$ cat src/rtl/pipe_ctrl_n.sv
// Pipeline control: per-register stall/bubble vectors, valid tracking, multi-cycle EX FSM, stall counter.
// stall/flush_o are combinational from this cycle's inputs; valid_o, mc_done, perf count are registered; no backpressure.
module pipe_ctrl_n #(
    parameter int STAGES      = 5,
    parameter int REG_ADDR_W  = 5,
    parameter int MC_LAT_W    = 6,
    parameter int FLUSH_DEPTH = 3
) (
    input  logic                  clk,
    input  logic                  rst,
    input  logic                  id_reg1_read,
    input  logic [REG_ADDR_W-1:0] id_reg1_addr,
    input  logic                  id_reg2_read,
    input  logic [REG_ADDR_W-1:0] id_reg2_addr,
    input  logic                  ex_is_load,
    input  logic                  ex_wreg,
    input  logic [REG_ADDR_W-1:0] ex_wd,
    input  logic                  mc_start,
    input  logic [MC_LAT_W-1:0]   mc_cycles,
    input  logic                  flush,
    input  logic                  perf_clr,
    output logic [STAGES-1:0]     stall,
    output logic [STAGES-1:0]     flush_o,
    output logic [STAGES-1:0]     valid_o,
    output logic                  mc_busy,
    output logic                  mc_done,
    output logic [31:0]           perf_stall_cnt
);

    typedef enum logic {
        IDLE = 1'b0,
        BUSY = 1'b1
    } mc_state_t;

    mc_state_t             state_q, state_d;
    logic [MC_LAT_W-1:0]   cnt_q, cnt_d;
    logic [MC_LAT_W-1:0]   n_eff;
    logic                  done_q, done_d;
    logic                  mc_stall;
    logic                  lu;
    logic [STAGES-1:0]     stall_c, flush_c;
    logic [STAGES-1:0]     valid_q, valid_d;
    logic [31:0]           perf_cnt_q, perf_cnt_d;

    // Register 0 is hardwired and can never be a RAW source.
    always_comb begin
        lu = ex_is_load && ex_wreg && (ex_wd != '0) &&
             ((id_reg1_read && (id_reg1_addr == ex_wd)) ||
              (id_reg2_read && (id_reg2_addr == ex_wd)));
    end

    assign n_eff = (mc_cycles == '0) ? MC_LAT_W'(1) : mc_cycles;

    always_comb begin
        state_d  = state_q;
        cnt_d    = cnt_q;
        done_d   = 1'b0;
        mc_stall = 1'b0;
        if (flush) begin
            state_d = IDLE;
            cnt_d   = '0;
        end else begin
            unique case (state_q)
                IDLE: begin
                    if (mc_start && (n_eff == MC_LAT_W'(2))) begin
                        mc_stall = 1'b1;
                        done_d   = 1'b1;
                    end else if (mc_start && (n_eff > MC_LAT_W'(2))) begin
                        mc_stall = 1'b1;
                        cnt_d    = n_eff - MC_LAT_W'(3);
                        state_d  = BUSY;
                    end
                end
                BUSY: begin
                    mc_stall = 1'b1;
                    if (cnt_q != '0) begin
                        cnt_d = cnt_q - MC_LAT_W'(1);
                    end else begin
                        state_d = IDLE;
                        done_d  = 1'b1;
                    end
                end
                default: begin
                    state_d = IDLE;
                    cnt_d   = '0;
                end
            endcase
        end
    end

    // A register that is itself held keeps its contents, so bubbles only land below the stall boundary.
    always_comb begin
        stall_c = '0;
        flush_c = '0;
        if (rst) begin
            stall_c = '0;
            flush_c = '0;
        end else if (flush) begin
            for (int i = 1; i < STAGES; i++) begin
                if (i <= FLUSH_DEPTH) begin
                    flush_c[i] = 1'b1;
                end
            end
        end else begin
            stall_c[0] = lu | mc_stall;
            stall_c[1] = lu | mc_stall;
            stall_c[2] = mc_stall;
            flush_c[2] = lu & ~mc_stall;
            flush_c[3] = mc_stall;
        end
    end

    always_comb begin
        valid_d    = valid_q;
        valid_d[0] = 1'b1;
        for (int i = 1; i < STAGES; i++) begin
            if (flush_c[i]) begin
                valid_d[i] = 1'b0;
            end else if (stall_c[i]) begin
                valid_d[i] = valid_q[i];
            end else if (stall_c[i-1]) begin
                valid_d[i] = 1'b0;
            end else begin
                valid_d[i] = valid_q[i-1];
            end
        end
    end

    always_comb begin
        perf_cnt_d = perf_cnt_q;
        if (perf_clr) begin
            perf_cnt_d = '0;
        end else if (stall_c[0] && (perf_cnt_q != 32'hFFFF_FFFF)) begin
            perf_cnt_d = perf_cnt_q + 32'd1;
        end
    end

    always_ff @(posedge clk or posedge rst) begin
        if (rst) begin
            state_q    <= IDLE;
            cnt_q      <= '0;
            done_q     <= 1'b0;
            valid_q    <= '0;
            perf_cnt_q <= '0;
        end else begin
            state_q    <= state_d;
            cnt_q      <= cnt_d;
            done_q     <= done_d;
            valid_q    <= valid_d;
            perf_cnt_q <= perf_cnt_d;
        end
    end

    assign stall          = stall_c;
    assign flush_o        = flush_c;
    assign valid_o        = valid_q;
    assign mc_busy        = (state_q == BUSY);
    assign mc_done        = done_q;
    assign perf_stall_cnt = perf_cnt_q;

endmodule

$ cat config.mk
export PLATFORM = sky130hd
export DESIGN_NAME = pipe_ctrl_n
export DESIGN_NICKNAME = d
export VERILOG_FILES = /design/src/rtl/pipe_ctrl_n.sv
export SDC_FILE = /design/constraint.sdc
export NUM_CORES = 1
export LEC_CHECK = 0
export ABC_AREA = 0
export ABC_CLOCK_PERIOD_IN_PS = 3100
export BUFFER_PORTS_ARGS = -buffer_cell sky130_fd_sc_hd__buf_2
export CELL_PAD_IN_SITES_DETAIL_PLACEMENT = 1
export CELL_PAD_IN_SITES_GLOBAL_PLACEMENT = 2
export CORE_UTILIZATION = 33
export DETAILED_ROUTE_END_ITERATION = 16
export GPL_TIMING_DRIVEN = 0
export PLACE_DENSITY = 0.92
export SYNTH_ARGS = -nofsm -noshare
export SYNTH_HDL_FRONTEND = slang
export SYNTH_SLANG_ARGS = --single-unit
export TNS_END_PERCENT = 5
$ cat constraint.sdc
create_clock -name clk -period 3.1 [get_ports clk]
set_clock_uncertainty 0.05 [all_clocks]
set_input_delay 0.62 -clock clk [delete_from_list [all_inputs] [get_ports clk]]
set_output_delay 0.62 -clock clk [all_outputs]
set_load 0.01 [all_outputs]
==> flow_summary.toml <==
[placed_design]
dp.cells = 502
port_buffers = 73
hpwl_mm = 6.080
gp_congestion = 0.7578

[global_route]
overflow = 0
grtUsageMet2_pct = 34.06
grt_pass1_vias = 2847
antenna_found_initial = 0
grt_max_degree = 37
grt_pass1_wl_mm = 13.34
grt.met1_usage_pct = 22.92
track_usage_pct = 18.67
top_usage_layer = "met2"
grt_util_met3_pct = 4.026

[final_layout]
antenna_cells = 0
drive_above_1_share_pct = 26.42
fillers = 1047
final_core_util_pct = 41.77
syn_to_final_growth_pct = 22.26
final_net_count = 438
instances_no_fill = 510

[power]
seqPwrFrac_pct = 50.4
p_int_w = 0.0008850
total_power_w = 0.001247
p_sw_share_pct = 29.05
comb_power_share_pct = 19.4
peakVddDrop_mv = 0.1655
p_clk_share_pct = 30.2
switchingPower_w = 0.0003623
power_density_mw_per_mm2 = 361.6
p_leak_nw = 1.542

[worst_setup_path]
r2r_setup_slack_ns = 0.77
critPathLaunch = "ex_wd[0]"
timing.rr.end = "perf_stall_cnt[4]$_DFFE_PP0P_"
path_class = "input port to primary output"
worstSetupStartpointType = "input port"
crit_path_end_kind = "primary output"
cp.required_ns = 2.43
crit_path_max_fanout = 10
rr_worst_depth = 8
r2r_start = "perf_stall_cnt[2]$_DFFE_PP0P_"
cp.arrival_ns = 2.32

[clock_network]
cts.sinks = 45
cts_buffers = 5
h-tree-depth = 2
cts_root_buffer = "clkbuf_8"
clockBufferDepth = 2
clk_latency_ns = 0.30
path_clk_slew_ns = 0.09
cts_tree = "yes"

[routing]
first_iter_violations = 91
drt-total-wl_mm = 7.835
ant_nets = 0
drc_errors = 0
num_vias = 2771
firstDrtPassIters = 4
vias_per_cell = 5.433
wl_per_cell_um = 15.36

[floorplanning]
dieArea_mm2 = 0.008924
core_area_mm2 = 0.008258
die_w_um = 94.47
fp-row-count = 33
start_util_pct = 34.17
fp.dieH_um = 94.47
boundaryPins = 79

[synthesis]
synth_cells = 320
yosysSeqAreaShare_pct = 39.91
synth_edf_count = 0
synth_warnings = 0
ys_ff_latch = 45
avgSynthCellArea_um2 = 8.817
ys.flop_type = "dfrtp_1"
synth_async_sr_flop_share_pct = 100.0
syn-cell-area_mm2 = 0.002821
yosysUniqueCellTypes = 46

[sta]
worstMarginPinSlew_ns = 0.5237
finalCriticalPeriod_ns = 2.985
finalHoldViolCount = 0
setup_violations = 0
fin_tns_setup_ns = 0
slew_headroom_pct = 65.09
fmax_ghz = 0.3350
rsz0062_at_grt = "no"
finalCritPeriodShare_pct = 96.30
hold-worst-slack_ns = 0.2497
drv_slew = 0

[outcome]
outcome = "completed"

[hold_path]
hold_path_class = "input port to async pin"

[run]
drv_cap = 0
-- critical path: stages --
cell and delay, ns:
buf_2 0.13, or3_1 0.36, o311a_1 0.36, a31oi_1 0.29
clkbuf_4 0.26, inv_1 0.06, buf_4 0.12, buf_2 0.12
-- synth_stat cells (4+ instances only) --
| cell | instances | area (µm²) |
|---|---|---|
| xnor2_1 | 12 | 105.1 |
| or3_1 | 25 | 156.4 |
| and2_1 | 5 | 31.28 |
| nand2_1 | 15 | 56.30 |
| a21oi_1 | 38 | 190.2 |
| dfrtp_1 | 45 | 1126 |
| nor2_1 | 19 | 71.32 |
| nor2b_1 | 4 | 25.02 |
| buf_4 | 9 | 67.56 |
| and3_1 | 4 | 25.02 |
| inv_1 | 13 | 48.80 |
| o31ai_1 | 8 | 60.06 |
| nand3_1 | 11 | 55.05 |
| nand4_1 | 15 | 93.84 |
| o21ai_0 | 29 | 145.1 |
| nor3_1 | 6 | 30.03 |
| or4_1 | 9 | 67.56 |
| clkbuf_1 | 8 | 30.03 |
-- through the flow --
step / area (µm²) / worst slack, ns
6_report: 3450 / 0.1147
4_1_cts: 3440 / 0.03997
2_1_floorplan: 2833 / 0.4722
5_1_grt: 3450 / 0.002416
3_5_place_dp: 3349 / 0.04063
3_3_place_gp: 3329 / 0.09673
-- cell usage in the layout, fill, tap and decap left out, drive strengths merged, types with 5 or more instances in the layout --
master / count
conb: 5
inv: 13
o31ai: 8
and2: 5
o21ai: 29
dfrtp: 45
nand2: 15
nor3: 7
nand4: 17
buf: 89
or4: 9
a21oi: 39
nor2: 19
or3: 25
nand3: 12
xnor2: 12
clkbuf: 15
-- cell type report --
type	count	area [µm²]	area share [%]
inverter	13	48.80	1.415
sequential	45	1126	32.64
clock buffer	6	82.58	2.394
buffer	23	147.6	4.280
multi-input combinational	242	1513	43.85
tap	105	131.4	3.808
clock inverter	1	7.507	0.2176
timing repair buffer	75	392.9	11.39
-- sequential cells by signal (all words and copies together), names as in the netlist --
name / cells
mc_done: 1
valid_o: 5
cnt_q: 6
perf_stall_cnt: 32
mc_busy: 1
-- cell families (layout without fill, tap and decap cells) --
kind of cell / count (synthesis) / count (layout) / share of synthesized area (%)
buffers and inverters: 36 / 118 / 6.873
multiplexers: 3 / 3 / 1.153
adder cells (fa/ha/maj): 3 / 3 / 1.331
XOR/XNOR: 15 / 15 / 4.656
AND/OR/NAND/NOR: 126 / 126 / 26.92
other: 2 / 5 / 0.2662
AO/OA/AOI/OAI: 90 / 90 / 18.89
flip-flops: 45 / 45 / 39.91
-- how the worst max path moves through the flow --
stage | cells past startpoint | end | slack (ns)
2_1_floorplan | 7 | stall[1] | 0.47
3_3_place_gp | 9 | stall[1] | 0.1
3_5_place_dp | 9 | stall[1] | 0.04
4_1_cts | 9 | stall[1] | 0.04
5_1_grt | 8 | stall[1] | 0.002
6_report | 8 | stall[1] | 0.11
-- routing by layer --
layer / share of wire, % / vias to the layer above / wire, µm
li1: - / 1338 / -
met1: 45 / 1356 / 3492
met2: 50 / 73 / 3929
met3: 4.9 / 4 / 383
met4: 0.37 / 0 / 29
met5: 0 / - / 0
-- power groups by stage --
stage / logic (W) / clock network [W] / registers [W]
6_report: 0.000242 / 0.000376 / 0.000629
5_1_grt: 0.000276 / 0.000413 / 0.000632
4_1_cts: 0.000246 / 0.000395 / 0.000629
3_5_place_dp: 0.000245 / 0 / 0.000640
3_3_place_gp: 0.000233 / 0 / 0.000641
2_1_floorplan: 0.000155 / 0 / 0.000639
-- timing repair --
item,in CTS,in global routing
hold endpoints to repair,0,0
gates resized for setup,0,1
setup buffers,0,1
endpoints found under the setup margin,0,1
hold buffers,0,0
(Power assumes the default switching activity.)
